## config.mk

```make
export PLATFORM = sky130hd
export DESIGN_NAME = mem_ctrl
export DESIGN_NICKNAME = d
export VERILOG_FILES = /design/src/rtl/mem_ctrl.sv
export SDC_FILE = /design/constraint.sdc
export NUM_CORES = 1
export LEC_CHECK = 0
export BUFFER_PORTS_ARGS = -buffer_cell sky130_fd_sc_hd__buf_2
export CORE_UTILIZATION = 45
export DETAILED_ROUTE_END_ITERATION = 8
export MAX_ROUTING_LAYER = met4
export PLACE_DENSITY_LB_ADDON = 0.15
export SYNTH_ARGS = -nofsm -noshare
export SYNTH_HDL_FRONTEND = slang
export SYNTH_SLANG_ARGS = --single-unit
```

## constraint.sdc

```tcl
create_clock -name clk -period 3.7 [get_ports clk]
set_clock_uncertainty 0.05 [all_clocks]
set_input_delay 0.37 -clock clk [delete_from_list [all_inputs] [get_ports clk]]
set_output_delay 0.37 -clock clk [all_outputs]
set_load 0.005 [all_outputs]
```

## src/rtl/mem_ctrl.sv

```systemverilog
// mem_ctrl: responder side of the byte-serial memory interface.
//
// Serves word/half/byte requests from the IF stage (always word reads) and
// the MEM stage (reads or writes). Each request is moved over an 8-bit
// single-port RAM bus one byte per cycle. The RAM has 1-cycle read latency.
// Every accepted request ends with a single-cycle done pulse.
//
// Ports:
//   clk, rst      clock (rising edge); synchronous active-high reset
//   rdy           global ready; low pauses the controller
//   if_req_i      IF read request (level, held until if_done_o)
//   if_addr_i     IF byte address
//   if_done_o     IF done pulse; if_data_o valid
//   if_data_o     fetched word, byte0 in [7:0]
//   mem_req_i     MEM request (level, held until mem_done_o)
//   mem_we_i      1 = write, 0 = read
//   mem_size_i    00 byte, 01 half, 10/11 word
//   mem_addr_i    MEM byte address
//   mem_wdata_i   write data, byte k in [8k+7:8k]
//   mem_done_o    MEM done pulse; read data valid or write complete
//   mem_rdata_o   read data, zero-extended above the access size
//   ram_din_i     RAM read byte, valid one cycle after the address
//   ram_dout_o    RAM write byte
//   ram_addr_o    RAM byte address
//   ram_wr_o      RAM write strobe
//   busy_o        high whenever the controller is not idle
module mem_ctrl #(
  parameter int ADDR_W = 32
) (
  input  logic              clk,
  input  logic              rst,
  input  logic              rdy,
  input  logic              if_req_i,
  input  logic [ADDR_W-1:0] if_addr_i,
  output logic              if_done_o,
  output logic [31:0]       if_data_o,
  input  logic              mem_req_i,
  input  logic              mem_we_i,
  input  logic [1:0]        mem_size_i,
  input  logic [ADDR_W-1:0] mem_addr_i,
  input  logic [31:0]       mem_wdata_i,
  output logic              mem_done_o,
  output logic [31:0]       mem_rdata_o,
  input  logic [7:0]        ram_din_i,
  output logic [7:0]        ram_dout_o,
  output logic [ADDR_W-1:0] ram_addr_o,
  output logic              ram_wr_o,
  output logic              busy_o
);

  typedef enum logic [1:0] {IDLE, READ, WRITE, DONE} state_t;

  state_t              state, state_n;
  logic                src_mem, src_mem_n;
  logic [ADDR_W-1:0]   req_addr, req_addr_n;
  logic [2:0]          req_nb, req_nb_n;
  logic [31:0]         req_wdata, req_wdata_n;
  logic [2:0]          cnt, cnt_n;
  logic [31:0]         rbuf, rbuf_n;
  logic [ADDR_W-1:0]   offset;

  logic                if_done_n, mem_done_n, ram_wr_n, busy_n;
  logic [31:0]         if_data_n, mem_rdata_n;
  logic [7:0]          ram_dout_n;
  logic [ADDR_W-1:0]   ram_addr_n;

  function automatic logic [2:0] size_to_nb(input logic [1:0] size);
    case (size)
      2'b00:   return 3'd1;
      2'b01:   return 3'd2;
      default: return 3'd4;
    endcase
  endfunction

  // cnt counts edges since the request was (re)started. At edge j the
  // controller issues byte j (if j < N); for reads it also captures the byte
  // issued two edges earlier, since RAM data appears one cycle after the address.
  // Dropping rdy clears cnt, so the next ready edge restarts from byte 0.
  always_comb begin
    state_n     = state;
    src_mem_n   = src_mem;
    req_addr_n  = req_addr;
    req_nb_n    = req_nb;
    req_wdata_n = req_wdata;
    cnt_n       = cnt;
    rbuf_n      = rbuf;
    ram_addr_n  = ram_addr_o;
    ram_dout_n  = ram_dout_o;
    ram_wr_n    = 1'b0;
    if_done_n   = 1'b0;
    mem_done_n  = 1'b0;
    if_data_n   = if_data_o;
    mem_rdata_n = mem_rdata_o;
    offset      = ADDR_W'(cnt);

    case (state)
      IDLE: begin
        if (rdy) begin
          if (mem_req_i) begin
            src_mem_n   = 1'b1;
            req_addr_n  = mem_addr_i;
            req_nb_n    = size_to_nb(mem_size_i);
            req_wdata_n = mem_wdata_i;
            rbuf_n      = '0;
            cnt_n       = 3'd1;
            ram_addr_n  = mem_addr_i;
            if (mem_we_i) begin
              ram_dout_n = mem_wdata_i[7:0];
              ram_wr_n   = 1'b1;
              state_n    = WRITE;
            end else begin
              state_n = READ;
            end
          end else if (if_req_i) begin
            src_mem_n  = 1'b0;
            req_addr_n = if_addr_i;
            req_nb_n   = 3'd4;
            rbuf_n     = '0;
            cnt_n      = 3'd1;
            ram_addr_n = if_addr_i;
            state_n    = READ;
          end
        end
      end

      READ: begin
        if (!rdy) begin
          cnt_n = '0;
        end else begin
          if (cnt < req_nb) begin
            ram_addr_n = req_addr + offset;
          end
          // cnt values 2..5 map onto byte lanes 0..3 through their low bits.
          if (cnt >= 3'd2) begin
            case (cnt[1:0])
              2'd2: rbuf_n[7:0]   = ram_din_i;
              2'd3: rbuf_n[15:8]  = ram_din_i;
              2'd0: rbuf_n[23:16] = ram_din_i;
              2'd1: rbuf_n[31:24] = ram_din_i;
            endcase
          end
          if (cnt == req_nb + 3'd1) begin
            state_n = DONE;
            if (src_mem) begin
              mem_done_n  = 1'b1;
              mem_rdata_n = rbuf_n;
            end else begin
              if_done_n = 1'b1;
              if_data_n = rbuf_n;
            end
          end else begin
            cnt_n = cnt + 3'd1;
          end
        end
      end

      WRITE: begin
        if (!rdy) begin
          cnt_n = '0;
        end else if (cnt < req_nb) begin
          ram_addr_n = req_addr + offset;
          ram_wr_n   = 1'b1;
          cnt_n      = cnt + 3'd1;
          case (cnt[1:0])
            2'd0: ram_dout_n = req_wdata[7:0];
            2'd1: ram_dout_n = req_wdata[15:8];
            2'd2: ram_dout_n = req_wdata[23:16];
            2'd3: ram_dout_n = req_wdata[31:24];
          endcase
        end else begin
          mem_done_n = 1'b1;
          state_n    = DONE;
        end
      end

      // The edge leaving DONE never accepts a request, leaving a one-cycle
      // bubble in which requesters drop req.
      DONE: begin
        if (rdy) begin
          state_n = IDLE;
        end
      end

      default: state_n = IDLE;
    endcase

    busy_n = (state_n != IDLE);
  end

  always_ff @(posedge clk) begin
    if (rst) begin
      state       <= IDLE;
      src_mem     <= 1'b0;
      req_addr    <= '0;
      req_nb      <= '0;
      req_wdata   <= '0;
      cnt         <= '0;
      rbuf        <= '0;
      ram_addr_o  <= '0;
      ram_dout_o  <= '0;
      ram_wr_o    <= 1'b0;
      if_done_o   <= 1'b0;
      mem_done_o  <= 1'b0;
      if_data_o   <= '0;
      mem_rdata_o <= '0;
      busy_o      <= 1'b0;
    end else begin
      state       <= state_n;
      src_mem     <= src_mem_n;
      req_addr    <= req_addr_n;
      req_nb      <= req_nb_n;
      req_wdata   <= req_wdata_n;
      cnt         <= cnt_n;
      rbuf        <= rbuf_n;
      ram_addr_o  <= ram_addr_n;
      ram_dout_o  <= ram_dout_n;
      ram_wr_o    <= ram_wr_n;
      if_done_o   <= if_done_n;
      mem_done_o  <= mem_done_n;
      if_data_o   <= if_data_n;
      mem_rdata_o <= mem_rdata_n;
      busy_o      <= busy_n;
    end
  end

endmodule

```

# Word-level counts from Yosys, hierarchy flattened
# Cells that the tools add are included.
[op_classes]
add_sub_neg = 3
n_mul = 0
div_mod_pow = 0
n_lt_le_gt_ge = 2
eq_ne = 19
n_shift = 0
mux = 59
bitwise_logic = 4
n_reduce_logical = 19
[ops]
columns = ["operator", "count"]
rows = [
  ["$mux 32", 10],
  ["$pmux 32 s2", 2],
  ["$mux 8", 9],
  ["$add 32x3->32", 1],
  ["$pmux 8 s4", 1],
  ["$mux 3", 9],
  ["$mux 2", 9],
  ["$pmux 8 s2", 1],
  ["$mux 1", 13],
  ["$ne 2x2->1 const B", 6],
  ["$reduce_and 4->1", 3],
  ["$reduce_and 5->1", 2],
  ["$reduce_bool 2->1", 5],
  ["$ne 3x3->1 const B", 3],
  ["$pmux 3 s3", 1],
  ["$eq 2x2->1 const B", 4],
  ["$pmux 2 s4", 1],
  ["$add 3x1->3 const B", 2],
  ["$eq 2x1->1 const B", 3],
  ["$logic_not 2->1", 3],
  ["$pmux 3 s2", 1],
  ["$reduce_and 3->1", 2],
  ["$reduce_and 6->1", 1],
  ["$ne 2x1->1 const B", 2],
  ["8 further kinds", 12],
]
[word_totals]
regBits = 213
latchBits = 0
ramBits = 0
rom_bits = 0
mem_count = 0

# Depth between registers and ports, before layout
# Gate-level depths: netlist of run 1.
[depth]
word_depth = 6
depth_mapped = 11
depth_no_buf = 8

# Worst setup path after synthesis of run 1
# Ideal clock, no wire load.
[synth_timing]
path_kind = "register to register"
from = "reg cnt[1]"
to = "reg ram_addr_o[28]"
arrival_time_ns = 2.414
required_time_ns = 3.588
setup_slack_ns = 1.174
stages_incl_launch_ff = 8
synth_period_minus_slack_ns = 2.526
path_cell_list = "dfxtp_1 -> inv_1 -> fa_1 -> and2b_1 -> o21ai_2 -> or4_4 -> or4_1 -> nand3_1"
[synth_between]
elab_chain_len = 4
[synth_rtl]
columns = ["item", "line_no", "source"]
rows = [
  ["from (decl)", "58", "logic [2:0] cnt, cnt_n;"],
  ["from (signal assigned)", "213", "cnt <= cnt_n;"],
  ["$add 32x3->32", "131, 161", ""],
  ["$mux 32", "130, 160", ""],
  ["$mux 32", "127", "if (!rdy) begin"],
  ["$pmux 32 s2", "96", "case (state)"],
  ["to (signal assigned)", "215", "ram_addr_o <= ram_addr_n;"],
  ["to (decl)", "46", "output logic [ADDR_W-1:0] ram_addr_o,"],
]
# Several ways; a longest one is shown, not always the timed one. The select of a mux whose other input is x is not followed.
# A chain may end at the register's enable or synchronous reset.

# Worst setup path after layout of run 1
# Same ends and word-level chain as after synthesis.

==> run summary, run 1 <==
The quantity of I/O buffers inserted on ports is 219. In the synthesized netlist the async set-or-reset flop fraction comes to 0%. The number of DRC violations after detailed-routing iteration 0 came out at 521. The leakage power is 4.75 nW.

The number of gates resized after CTS is 0. The number of routed nets with antenna violations is 0. The buffer levels on the longest clock path came out at 3.

The post-route minimum period is 2860 ps. VDD sags by at most 0.000411 V. The TritonCTS sink count is 213. The number of warnings reported in the yosys synthesis log is 0. The number of nets in the final layout is 1400.

For the pin with the worst max-slew slack, the measured transition is 1140 ps. The total count of max-transition violations in the final report is 0. The type of the worst min-delay path is in -> reg. At the later pin of the worst-skew pair, clock insertion delay measures 510 ps.

Counting every net in the synthesized netlist gives 1235. Among all flip-flop cells after synthesis, the most frequent one is sky130_fd_sc_hd__dfxtp_1. The final standard cell count with taps included and fillers excluded came out at 1560.

The count of unresolved DRC violations after routing is 0. Dividing total power by cell area gives a power density of 603 mW/mm2. The die outline area is 0.0222 mm2.

The maximum fanout encountered on the critical timing path came out at 10. The HPWL after detailed placement is 17600 um. The routed via count divided by cell count came out at 5.48. For the worst setup path, the data arrival time is 3260 ps. The total wire length came out at 25600 um.

The mean instance size in the synthesized netlist is 8.80 um2. The number of endpoints failing setup at the final stage is 0. The total chip power came out at 6.98 mW. The required time of the critical path came out at 4100 ps. Once layout is complete, the utilization of the core stands at 54.9%. The via count of the first global-routing pass came out at 7799.

STA classifies the critical path startpoint as a register. The cell total after placement is 1521. The number of max-cap violations came out at 0. The total iterations of the first detailed-routing run came out at 5. The final route contains 8551 vias. Yosys mapped a number of flops with a built-in enable equal to 0. The initialized floorplan defines 53 standard-cell rows. 220 I/O pins were placed.

TritonCTS built the clock tree. The worst slew margin relative to its limit came out at 23.8%. The first-pass GRT wire length came out at 40800 um. Counting flops and latches in the post-synthesis netlist gives 213. The clock-pin slew reported for the worst setup and hold paths after clock tree synthesis is 60 ps. The flow ran to the end, and the final reports show no timing, DRC or antenna violations. The post-CTS setup buffer count came out at 0. The post-route clock period utilization is 77.3%. The area growth from synthesis to layout is 19.0%. The cell count after synthesis came out at 1106.

From bottom edge to top edge, the die measures 149 um. The startpoint-to-endpoint class of the critical path is reg -> reg. The tree is rooted in a sky130_fd_sc_hd__clkbuf_16. CTS built an H-tree with a depth of 1. The total congestion overflow is 0.

The worst-case hold slack is 44.5 ps. Adding up every negative setup slack in the final design gives 0 ps. The largest net degree at the start of global routing came out at 78. Sequential cells were found to cover 43.8% of the synthesized design area. The fraction of layout cells with a size suffix above 1 came out at 22.8%. The cts-stage hold buffer count came out at 0. After detailed routing, the average wire length per cell comes to 16.4 um. The number of different library cells in the post-synthesis netlist came out at 72. The final weighted congestion in routability-driven placement is 0.839. Setup repair after global routing left no endpoint under its margin. The worst setup path is captured at a register. The initial antenna violation count is 2.

The netlist area before placement is 0.00973 mm2. The starting utilization of the core area came out at 46.1%. The number of endpoints with negative hold slack in the final report was 0. The core region is 0.0211 mm2. The total track usage came out at 23.3%. The floorplan die width came out at 149 um. The CTS buffer count came out at 23. Static timing analysis puts the maximum clock frequency at 350 MHz.
-- kinds of logic (layout without fill, tap and decap cells) --
logic type / after synthesis / after routing / synth area share (%)
AND/OR/NAND/NOR: 365 / 365 / 17.2
AO/OA/AOI/OAI: 292 / 292 / 21.3
flip-flops: 213 / 213 / 43.8
buffers and inverters: 119 / 296 / 5.36
multiplexers: 73 / 73 / 7.52
XOR/XNOR: 27 / 27 / 2.60
adder cells (fa/ha/maj): 17 / 17 / 2.26
other: 0 / 2 / 0
-- path summary, 6_finish.rpt --
| check | slack [ps] | startpoint | endpoint | cells past startpoint |
|---|---|---|---|---|
| min | 40 | mem_wdata_i[13] | req_wdata[13]$_SDFFE_PP0P_ | 3 |
| max reg2reg | 840 | cnt[1]$_SDFFE_PP0P_ | ram_addr_o[28]$_SDFFE_PP0P_ | 7 |
| min reg2reg | 400 | req_wdata[3]$_SDFFE_PP0P_ | req_wdata[3]$_SDFFE_PP0P_ | 2 |
| max | 840 | cnt[1]$_SDFFE_PP0P_ | ram_addr_o[28]$_SDFFE_PP0P_ | 7 |
-- worst max-delay path, cell delays in order (launching register included) --
cell                      delay (ps)
sky130_fd_sc_hd__dfxtp_1         540
sky130_fd_sc_hd__inv_1           200
sky130_fd_sc_hd__fa_1            460
sky130_fd_sc_hd__and2b_1         330
sky130_fd_sc_hd__o21ai_2         170
sky130_fd_sc_hd__or4_4           550
sky130_fd_sc_hd__or4_1           410
sky130_fd_sc_hd__nand3_1          90
-- stage by stage --
stage | cell area [um2] | setup WS (ps)
2_1_floorplan | 9730 | 1170
3_3_place_gp | 10900 | 919
3_5_place_dp | 10900 | 856
4_1_cts | 11600 | 851
5_1_grt | 11600 | 625
6_report | 11600 | 841
-- routing by layer --
| metal | share of wire, % | global-route usage [%] | vias up |
|---|---|---|---|
| li1 | - | - | 4343 |
| met1 | 48 | 31.8 | 3934 |
| met2 | 45 | 36.2 | 238 |
| met3 | 5.2 | 3.39 | 36 |
| met4 | 1.9 | 5.66 | 0 |
| met5 | 0 | - | - |
-- final cells by class --
type,count,area [um2]
diodes,2,5.00
well taps,275,344
flip-flops and latches,213,4260
multi-input cells,774,4950
clock inverters,6,33.8
repair buffers,236,1250
clock buffers,31,646
inverters,23,86.3
fillers,2074,9510
-- state kept, by name (all words and copies together) (netlist names), 8 cells and up --
name and flops:
req_addr 32, ram_addr_o 32, mem_rdata_o 32, req_wdata 32, ram_dout_o 8, if_data_o 32
rbuf 32
-- synth_stat cells, types with 5 or more instances --
library cell | number | area share [%]
sky130_fd_sc_hd__and4_1 | 7 | 0.63
sky130_fd_sc_hd__a211oi_1 | 95 | 7.3
sky130_fd_sc_hd__nand3_1 | 19 | 0.98
sky130_fd_sc_hd__clkbuf_1 | 56 | 2.2
sky130_fd_sc_hd__inv_1 | 22 | 0.85
sky130_fd_sc_hd__nor2b_1 | 8 | 0.51
sky130_fd_sc_hd__dfxtp_1 | 213 | 44
sky130_fd_sc_hd__nor2_1 | 156 | 6.0
sky130_fd_sc_hd__nand4_1 | 5 | 0.32
sky130_fd_sc_hd__o211ai_1 | 11 | 0.85
sky130_fd_sc_hd__nand2_1 | 101 | 3.9
sky130_fd_sc_hd__a22oi_1 | 33 | 2.5
sky130_fd_sc_hd__nor3_1 | 12 | 0.62
sky130_fd_sc_hd__a222oi_1 | 8 | 0.82
sky130_fd_sc_hd__xnor2_1 | 18 | 1.6
sky130_fd_sc_hd__mux2i_1 | 72 | 7.4
sky130_fd_sc_hd__a211oi_2 | 9 | 1.2
sky130_fd_sc_hd__buf_1 | 13 | 0.50
sky130_fd_sc_hd__o21ai_1 | 5 | 0.26
sky130_fd_sc_hd__and2_1 | 5 | 0.32
sky130_fd_sc_hd__buf_2 | 17 | 0.87
sky130_fd_sc_hd__ha_1 | 16 | 2.1
sky130_fd_sc_hd__o21ai_0 | 23 | 1.2
sky130_fd_sc_hd__xor2_1 | 8 | 0.72
sky130_fd_sc_hd__buf_6 | 5 | 0.58
sky130_fd_sc_hd__and3_1 | 5 | 0.32
sky130_fd_sc_hd__or4_1 | 5 | 0.39
sky130_fd_sc_hd__a21oi_1 | 58 | 3.0
sky130_fd_sc_hd__o22ai_1 | 12 | 0.77
sky130_fd_sc_hd__nor4_1 | 23 | 1.5
-- where the power goes --
group | internal [mW] | switching (mW)
clock network | 1.21 | 0.910
logic | 0.771 | 1.25
registers | 2.60 | 0.242
-- cell usage in the layout (no fill, tap or decap), drive strengths merged, types with 8 or more instances in the layout --
cell / n
buf: 236
dfxtp: 213
nor2: 156
a211oi: 104
nand2: 102
mux2i: 72
a21oi: 58
a22oi: 33
clkbuf: 31
o21ai: 29
nor4: 24
inv: 23
nand3: 19
xnor2: 18
ha: 16
nor3: 12
o22ai: 12
o211ai: 11
xor2: 8
nor2b: 8
a222oi: 8
Power figures use the tool's default switching activity.
==> inputs of run 2 (changes only) <==
==> constraint.sdc (replaced) <==
create_clock -name clk -period 2.8 [get_ports clk]
set_clock_uncertainty 0.05 [all_clocks]
set_input_delay 0.28 -clock clk [delete_from_list [all_inputs] [get_ports clk]]
set_output_delay 0.28 -clock clk [all_outputs]
set_load 0.005 [all_outputs]
==> run 2 against run 1 <==
Against the previous run: critical path depth rose by 1; sequential share of layout area decreased by 1.4 points; sequential power is 32% higher; worst hold slack lost 25 ps; critical path type unchanged.
==> run summary, run 2 (synthesized netlist as in run 1, its figures left out) <==
In the layout the commonest cells are 218 x sky130_fd_sc_hd__buf_2, 213 x sky130_fd_sc_hd__dfxtp_1, 156 x sky130_fd_sc_hd__nor2_1, 101 x sky130_fd_sc_hd__nand2_1, 95 x sky130_fd_sc_hd__a211oi_1. The starting utilization of the core area came out at 46.1% (unchanged). The total count of max-transition violations in the final report is 0 (unchanged). The standard cell core area came to 0.0211 mm2 (unchanged).

The number of routed nets with antenna violations came out at 0 (unchanged). The TritonCTS sink count was 213 (unchanged). The post-route core utilization came to 57.1% (+2.2 points). The worst-case hold slack is 19.2 ps (-25.2 ps).

The clock-pin slew reported for the worst setup and hold paths after clock tree synthesis came to 60 ps (about the same). The CTS buffer count is 23 (unchanged). The master cell of the clock root buffer is sky130_fd_sc_hd__clkbuf_16.

The average wire per standard cell was 16.3 um (-0.70%). The number of nets in the final layout came out at 1446 (+3.3%). The total track usage came to 24.0% (+0.67 points). The number of buffer and inverter instances along the worst setup path came out at 1 (unchanged). The number of endpoints with negative hold slack in the final report came to 0 (unchanged). The internal cell power is 6.26 mW (+37%). The proportion of power drawn by the clock network came out at 30.5% (about the same).

The I/O pin count came out at 220 (unchanged). The die outline area came out at 0.0222 mm2 (unchanged). The number of gates resized after CTS is 0 (unchanged).

The run finished with clean final reports. The insertion delay of the later-clocked pin in the worst-skew pair is 500 ps (about the same). The worst slew margin relative to its limit was 20.2% (-3.6 points). The number of fill cells came out at 1956 (-5.7%). The required time of the critical path came out at 3190 ps (-910 ps). The data arrival time at the worst-slack endpoint came out at 2920 ps (-340 ps). The largest vdd supply drop is 0.000460 V (+12%). Setup repair after global routing left no endpoint under its margin. The transition time at the pin with the least slew margin came to 1200 ps (+62.1 ps). The power per cell area is 782 mW/mm2 (+30%).

The initial antenna violation count came out at 2 (unchanged). The depth of the CTS H-tree is 1 (unchanged). The post-route clock period utilization is 90.5% (+13 points). The area growth from synthesis to layout came out at 23.8%. The quantity of I/O buffers inserted on ports came out at 219 (unchanged). The proportion of power drawn by flip-flops and latches came to 39.7% (-1.0 points). The first-pass GRT wire length came out at 42000 um (+2.8%). The maximum fanout encountered on the critical timing path is 6 (-4). The critical path's largest stage delay is 520 ps (-30 ps). The fmax is 395 MHz (+13%). The floorplan die width came out at 149 um (unchanged).

For this design, the slowest cell found on the critical path is sky130_fd_sc_hd__or4_4. The switching power as a share of total power came out at 33.6% (-0.77 points). TritonCTS built the clock tree. Among cell families on the critical path, the largest total delay comes from simple AND/OR/NAND/NOR gates. The via count is 8893 (+4.0%). The largest net degree at the start of global routing came out at 72 (-7.7%). The row count is 53 (unchanged). Walking the worst path, the cells encountered are ha_1 -> inv_1 -> fa_1 -> and2b_1 -> o21ai_2 -> or4_4 -> or4_1 -> nand3_1. The startpoint-to-endpoint class of the critical path is reg -> reg. The switching power is 3.17 mW (+32%). The routed via count divided by cell count is 5.53 (+0.96%). The final-layout setup total negative slack was 0 ps (unchanged).

The count of unresolved DRC violations after routing was 0 (unchanged). The number of endpoints failing setup at the final stage came out at 0 (unchanged). The leakage power came to 4.96 nW (+4.5%). The final weighted congestion in routability-driven placement is 0.842 (+0.32%). The number of DRC violations after detailed-routing iteration 0 came out at 604 (+16%). The total wire length is 26200 um (+2.3%).

STA classifies the critical path startpoint as a register. The proportion of power drawn by combinational gates is 29.7% (+0.8 points). The total iterations of the first detailed-routing run is 5 (unchanged). The fraction of layout cells with a size suffix above 1 is 22.9% (+0.17 points). The HPWL after detailed placement is 17900 um (+1.6%). The library cell used most frequently in the layout, excluding fill and tap cells, is sky130_fd_sc_hd__buf_2. The footprint of the multi-input gates came to 0.00495 mm2 (unchanged). The post-route minimum period was 2530 ps (-325 ps).

The buffer levels on the longest clock path came out at 3 (unchanged). The via count of the first global-routing pass is 8075 (+3.5%). The total congestion overflow was 0 (unchanged).

The height of the die is 149 um (unchanged). The critical path endpoint category is a register. The area taken by flip-flops and latches is 0.00426 mm2 (unchanged). The type of the worst min-delay path is in -> reg. The number of max-cap violations is 0 (unchanged).
## run 2: cell count changes in the layout (fill, tap and decap cells not counted)
| cell | before | now |
|---|---|---|
| sky130_fd_sc_hd__buf_12 | 2 | 3 |
| sky130_fd_sc_hd__buf_4 | 15 | 28 |
| sky130_fd_sc_hd__bufinv_16 | 0 | 1 |
| sky130_fd_sc_hd__clkbuf_1 | 4 | 6 |
| sky130_fd_sc_hd__clkinv_2 | 5 | 3 |
| sky130_fd_sc_hd__dlygate4sd3_1 | 0 | 32 |
## run 2: power groups by stage
stage          clock network, mW  logic [mW]  registers [mW]
3_3_place_gp                   0        2.72            3.80
3_5_place_dp                   0        2.75            3.80
4_1_cts                     2.94        2.80            3.74
6_report                    2.88        2.80            3.75
2_1_floorplan                  0        1.84            3.76
5_1_grt                     3.06        3.11            3.80
## run 2: area by class of cell
| class | count | area share [%] |
|---|---|---|
| multi-input combinational | 774 | 41.1 |
| antenna | 2 | 0.0415 |
| clock inverter | 5 | 0.447 |
| sequential | 213 | 35.4 |
| clock buffer | 33 | 5.42 |
| timing repair buffer | 282 | 14.1 |
| tap | 275 | 2.86 |
| inverter | 23 | 0.717 |
## run 2: path summary, 6_finish.rpt
check,start,end,slack (ps),depth (start not counted)
worst max-delay path,req_addr[0]$_SDFFE_PP0P_,ram_addr_o[30]$_SDFFE_PP0P_,270,8
worst min-delay path,mem_wdata_i[20],req_wdata[20]$_SDFFE_PP0P_,20,3
worst max register to register,req_addr[0]$_SDFFE_PP0P_,ram_addr_o[30]$_SDFFE_PP0P_,270,8
worst min register to register,req_wdata[4]$_SDFFE_PP0P_,req_wdata[4]$_SDFFE_PP0P_,400,2
## run 2: layer usage
metal | global-route usage, % | vias to the layer above | part of all wire (%)
li1 | - | 4433 | -
met4 | 6.94 | 0 | 2.2
met3 | 2.97 | 48 | 5.7
met2 | 37.0 | 288 | 46
met5 | - | - | 0
met1 | 32.9 | 4124 | 46
## run 2: through the flow
step | setup WS (ps) | std cells | cell area, um2 | total power, mW
after floorplan | 274 | 1106 | 9730 | 5.60
after global placement | 320 | 1535 | 11000 | 6.52
after detailed placement | 265 | 1535 | 11000 | 6.55
after CTS | 255 | 1605 | 12000 | 9.49
after global routing | 113 | 1607 | 12000 | 9.97
final | 266 | 1607 | 12000 | 9.43
## run 2: what timing repair did
| item | in CTS | in global routing |
|---|---|---|
| hold buffers | 32 | 0 |
| buffers inserted | 0 | 0 |
| endpoints found under the hold margin | 32 | 0 |
## run 2: tightest hold or removal path, cell delays in order
cell and delay, ps:
sky130_fd_sc_hd__buf_2 110, sky130_fd_sc_hd__nand2_1 60, sky130_fd_sc_hd__a21oi_1 60
